===== config.mk =====
export PLATFORM = sky130hd
export DESIGN_NAME = uart_tx_arbiter
export DESIGN_NICKNAME = d
export VERILOG_FILES = /design/src/rtl/uart_tx_arbiter_pkg.sv /design/src/rtl/uart_tx_arbiter_rr_pick.sv /design/src/rtl/uart_tx_arbiter.sv
export SDC_FILE = /design/constraint.sdc
export NUM_CORES = 1
export LEC_CHECK = 0
export BUFFER_PORTS_ARGS = -buffer_cell sky130_fd_sc_hd__buf_2
export CAP_MARGIN = 40
export CORE_UTILIZATION = 39
export CTS_CLUSTER_DIAMETER = 100
export DETAILED_ROUTE_END_ITERATION = 16
export PLACE_DENSITY_LB_ADDON = 0.12
export SLEW_MARGIN = 0
export SYNTH_ARGS = -nofsm -noshare
export SYNTH_HDL_FRONTEND = slang
export SYNTH_SLANG_ARGS = --single-unit

===== constraint.sdc =====
create_clock -name clock -period 1.3 [get_ports clock]
set_input_delay 0.195 -clock clock [delete_from_list [all_inputs] [get_ports clock]]
set_output_delay 0.195 -clock clock [all_outputs]
set_load 0.1 [all_outputs]

===== src/rtl/uart_tx_arbiter_pkg.sv =====
// Shared UART definitions: arbiter state encoding, default end-of-line byte
// and a width helper for index ports.
package uart_tx_arbiter_pkg;

    typedef enum logic {
        ST_IDLE = 1'b0,
        ST_LOCK = 1'b1
    } arb_state_t;

    localparam logic [7:0] EOL_DEFAULT = 8'h0A;

    // An index port is never narrower than one bit, even for a single source.
    function automatic int idx_width(input int n);
        return (n > 1) ? $clog2(n) : 1;
    endfunction

endpackage


===== src/rtl/uart_tx_arbiter_rr_pick.sv =====
// Combinational round-robin picker: returns the first requester found when
// scanning upward from ptr+1 and wrapping around to ptr.
module rr_pick #(
    parameter int N  = 2,
    parameter int IW = 1
) (
    input  logic [N-1:0]  req,
    input  logic [IW-1:0] ptr,
    output logic          valid,
    output logic [IW-1:0] idx
);

    always_comb begin
        valid = 1'b0;
        idx   = '0;
        // Upper segment (above ptr) first, then the wrapped segment 0..ptr.
        for (int i = 0; i < N; i++) begin
            if (!valid && req[i] && (IW'(i) > ptr)) begin
                valid = 1'b1;
                idx   = IW'(i);
            end
        end
        for (int i = 0; i < N; i++) begin
            if (!valid && req[i] && (IW'(i) <= ptr)) begin
                valid = 1'b1;
                idx   = IW'(i);
            end
        end
    end

endmodule


===== src/rtl/uart_tx_arbiter.sv =====
// Locks the UART transmitter to one byte source per message; releases on an
// accepted end-of-line byte or after TIMEOUT consecutive empty cycles.
module uart_tx_arbiter
    import uart_tx_arbiter_pkg::*;
#(
    parameter int          N       = 2,
    parameter logic [7:0]  EOL     = EOL_DEFAULT,
    parameter int          TIMEOUT = 16,
    localparam int         OW      = idx_width(N)
) (
    input  logic           clock,
    input  logic           reset,
    input  logic [8*N-1:0] src_data,
    input  logic [N-1:0]   src_empty,
    output logic [N-1:0]   src_get,
    output logic [7:0]     out,
    output logic           empty,
    input  logic           get,
    output logic [OW-1:0]  owner,
    output logic           locked
);

    localparam int CW = $clog2(TIMEOUT + 1);

    arb_state_t    state_q, state_d;
    logic [OW-1:0] owner_q, owner_d;
    logic [OW-1:0] ptr_q, ptr_d;
    logic [CW-1:0] cnt_q, cnt_d;

    logic [N-1:0]  src_req;
    logic          pick_valid;
    logic [OW-1:0] pick_idx;
    logic          own_empty;
    logic [7:0]    own_data;
    logic          accept;
    logic          eol_pop;
    logic          timeout;

    // Idle counter holds at TIMEOUT instead of wrapping.
    function automatic logic [CW-1:0] sat_inc(input logic [CW-1:0] v);
        return (v == CW'(TIMEOUT)) ? v : v + CW'(1);
    endfunction

    assign src_req = ~src_empty;

    rr_pick #(
        .N  (N),
        .IW (OW)
    ) u_rr_pick (
        .req   (src_req),
        .ptr   (ptr_q),
        .valid (pick_valid),
        .idx   (pick_idx)
    );

    always_comb begin
        own_empty = 1'b1;
        own_data  = 8'h00;
        for (int i = 0; i < N; i++) begin
            if (owner_q == OW'(i)) begin
                own_empty = src_empty[i];
                own_data  = src_data[8*i +: 8];
            end
        end
    end

    assign accept  = get && !own_empty;
    assign eol_pop = accept && (own_data == EOL);
    assign timeout = (cnt_q == CW'(TIMEOUT));

    always_comb begin
        state_d = state_q;
        owner_d = owner_q;
        ptr_d   = ptr_q;
        cnt_d   = cnt_q;
        out     = 8'h00;
        empty   = 1'b1;
        locked  = 1'b0;
        src_get = '0;
        unique case (state_q)
            ST_IDLE: begin
                if (pick_valid) begin
                    state_d = ST_LOCK;
                    owner_d = pick_idx;
                    cnt_d   = '0;
                end
            end
            ST_LOCK: begin
                out    = own_data;
                empty  = own_empty;
                locked = 1'b1;
                for (int i = 0; i < N; i++) begin
                    src_get[i] = accept && (owner_q == OW'(i));
                end
                // EOL pop and timeout in the same cycle collapse to one release.
                if (eol_pop || timeout) begin
                    state_d = ST_IDLE;
                    ptr_d   = owner_q;
                    owner_d = '0;
                    cnt_d   = '0;
                end else if (own_empty) begin
                    cnt_d = sat_inc(cnt_q);
                end else begin
                    cnt_d = '0;
                end
            end
            default: begin
                state_d = ST_IDLE;
                owner_d = '0;
                cnt_d   = '0;
            end
        endcase
    end

    always_ff @(posedge clock or posedge reset) begin
        if (reset) begin
            state_q <= ST_IDLE;
            owner_q <= '0;
            ptr_q   <= OW'(N - 1);
            cnt_q   <= '0;
        end else begin
            state_q <= state_d;
            owner_q <= owner_d;
            ptr_q   <= ptr_d;
            cnt_q   <= cnt_d;
        end
    end

    assign owner = owner_q;

endmodule


==> impl_metrics.json <==
{
  "run_status": "complete, but fails checks",
  "failed_checks": "DRC, setup timing",
  "wl_per_cell_um": 16.5,
  "path_class": "flop to primary output",
  "port_buffers": 33,
  "clkLatencyLatePin_ps": 260,
  "floorplan.io_pins": 34,
  "max_cap_violations": 0,
  "post_route_cells_drive_above_1_share_pct": 68.3,
  "tightestPinTransition_ps": 382,
  "setup_ws_ps": -339,
  "critPathCaptureType": "primary output",
  "clock_sinks": 8,
  "timing.hold.worst.class": "input pin to flop",
  "layout-area-overhead-vs-synth_pct": 104,
  "synth_area_leaders": "sky130_fd_sc_hd__dfrtp_1 (26%), sky130_fd_sc_hd__mux2i_1 (12%), sky130_fd_sc_hd__nor2b_1 (8.4%)",
  "worst_path_dominant_cell_family": "flip-flops",
  "power_leakage_nw": 0.658,
  "first_iter_violations": 27,
  "horizontal_extent_of_the_die_um": 43.4,
  "avgViaCountPerCell": 5.76,
  "global_route_wire_length_before_repair_mm": 3.42,
  "share_of_async_settable_or_async_resettable_flops_after_synthesis_pct": 100,
  "grt_max_degree": 9,
  "area_of_the_die_sq_um": 1880,
  "core_sq_um": 1560,
  "timing.slew.headroom_pct": 74.5,
  "setup_crit_start_kind": "flop",
  "floorplan.initialDensity_pct": 42.9,
  "cts.path.max_buffers": 2,
  "maxSlewViolCount": 0,
  "drt_pre_antenna_iters": 10,
  "place_hpwl_mm": 1.55,
  "cpPeakStageDelay_ps": 520,
  "critical_path_peak_fanout": 6,
  "layout_min_cycle_time_ps": 1640,
  "synth_top_area_cell": "sky130_fd_sc_hd__dfrtp_1",
  "globalRoute.totalOverflow": 0,
  "cts_tree": "built",
  "avgSynthCellArea_sq_um": 8.79,
  "critical_path_cell_list": "buf_6 -> mux2i_2 -> nor2b_4 -> buf_12",
  "vias_in_the_first_global_route": 728,
  "crit_arrival_ps": 1440,
  "finalClockSkew_ps": 6.06,
  "netlist_top_cells_count": "sky130_fd_sc_hd__nor2b_1 (9), sky130_fd_sc_hd__mux2i_1 (8), sky130_fd_sc_hd__nand2_1 (8)",
  "critical_path.n_buffers_inverters": 2,
  "synth_edf_count": 0,
  "utilization_pct": 87.5,
  "synth.net_count": 99,
  "clkTransAtPathRegs_ps": 60,
  "finalSetupViolations": 20,
  "yosysUniqueCellTypes": 28,
  "power_density_nw_per_um2": 982,
  "place_congestion": 0.879,
  "routed_wirelength_mm": 2.34,
  "num_vias": 818,
  "post_synthesis_instance_area_sq_um": 668,
  "clk_root_buffer_cell": "sky130_fd_sc_hd__clkbuf_4",
  "max_freq_mhz": 610,
  "cts_inserted_buffers": 3,
  "drc": 3,
  "crit_required_ps": 1110,
  "ys.flop_type": "sky130_fd_sc_hd__dfrtp_1",
  "place_ws_ps": -181,
  "track_usage_pct": 24.8,
  "clock_tree.htree_level_count": 1,
  "initial_antenna_violation_count": 0,
  "design.final.nets": 150,
  "yosys_warnings": 0,
  "synth_seq_area_share_pct": 30.1,
  "rsz0062_at_grt": "yes",
  "critPathSlowestCell": "sky130_fd_sc_hd__dfrtp_4",
  "ys_seq_elements": 8,
  "diodes": 0,
  "final_period_util_pct": 126,
  "yosys.cell_count.top_type": "sky130_fd_sc_hd__nor2b_1",
  "post_synth_inst_count": 76,
  "drt.antenna.violating_nets": 0,
  "final_hold_viol_count": 0,
  "die_height_um": 43.4,
  "fp-row-count": 14,
  "post-synth-top-area-fraction_pct": 26.2,
  "worst_ir_drop_vdd_mv": 1.03
}
path summary, 6_finish.rpt:
kind | start | end | slack, ps | depth (start not counted)
worst min register to register | cnt_q[4] | cnt_q[4] | 500 | 1
worst min-delay path | src_empty[0] | owner | 400 | 3
min in group asynchronous | reset | cnt_q[0] | 420 | 3
worst max register to register | owner | ptr_q | -270 | 6
max in group asynchronous | reset | ptr_q | 570 | 3
worst max-delay path | owner | out[7] | -340 | 4
placed cells by master (no fill, tap or decap), drive strengths merged:
cell	n
dlygate4sd3	1
dfrtp	7
mux2	2
a22o	1
nor4b	2
nor2	6
o21ai	6
o31ai	1
buf	48
clkbuf	4
inv	5
nand3	3
mux2i	8
nor3	2
o311a	1
nor3b	2
nand2	8
o21bai	1
xor2	1
dfstp	1
a22oi	1
o21a	1
o311ai	1
nor2b	9
nand4b	2
ha	2
routing by layer:
| layer | routed length (um) | up-vias | track usage, % |
|---|---|---|---|
| met1 | 955 | 392 | 36.2 |
| met5 | 0 | - | 0 |
| met2 | 1150 | 49 | 37.0 |
| met4 | 57 | 0 | 5.00 |
| li1 | - | 368 | - |
| met3 | 184 | 9 | 7.08 |
worst register-to-register path, cell delays in order (launching register included):
cell and delay, ps:
sky130_fd_sc_hd__dfrtp_4 520, sky130_fd_sc_hd__buf_4 160, sky130_fd_sc_hd__nor3b_2 150, sky130_fd_sc_hd__nand2_1 80, sky130_fd_sc_hd__a22oi_2 200, sky130_fd_sc_hd__o21ai_2 100, sky130_fd_sc_hd__mux2_4 300
registers in the layout (all words and copies together), names as in the netlist:
signal / flops
cnt_q: 5
ptr_q: 1
owner: 1
state_q: 1
stage by stage:
stage	cell area, sq um	instances	hold WS (ps)	TNS [ps]	power [mW]
finish	1360	142	401	-4520	1.34
detailed placement	1220	131	156	-1110	1.03
global route	1360	142	410	-5520	1.39
floorplan	802	76	9.98	-7690	0.771
CTS	1320	140	384	-4070	1.30
global placement	1220	131	154	-701	1.02
cell type report:
class / count / area, sq um
Inverter: 5 / 21.3
Sequential cell: 8 / 209
Clock buffer: 4 / 26.3
Tap cell: 16 / 20.0
Fill cell: 79 / 195
Multi-Input combinational cell: 60 / 593
Timing Repair Buffer: 49 / 494
cell families (layout without fill, tap and decap cells):
group,after synthesis,count (layout),synth area share [%]
AO/OA/AOI/OAI,13,13,15.5
XOR/XNOR,1,1,1.31
adder cells (fa/ha/maj),2,2,3.74
buffers and inverters,8,58,4.87
flip-flops,8,8,30.2
multiplexers,10,10,15.9
AND/OR/NAND/NOR,34,34,28.5
timing repair:
item,4_1_cts,5_1_grt
hold buffers,1,0
endpoints found under the hold margin,7,0
gates resized for setup,15,8
pin swaps,7,4
setup endpoints to repair,18,20
buffers inserted,4,2
report_power, final:
group          leakage, nW  switching (mW)  internal, mW
clock               0.0150          0.0994         0.118
combinational        0.545           0.478         0.348
sequential          0.0975          0.0241         0.272
No activity file was read; power rests on OpenSTA's default activity.
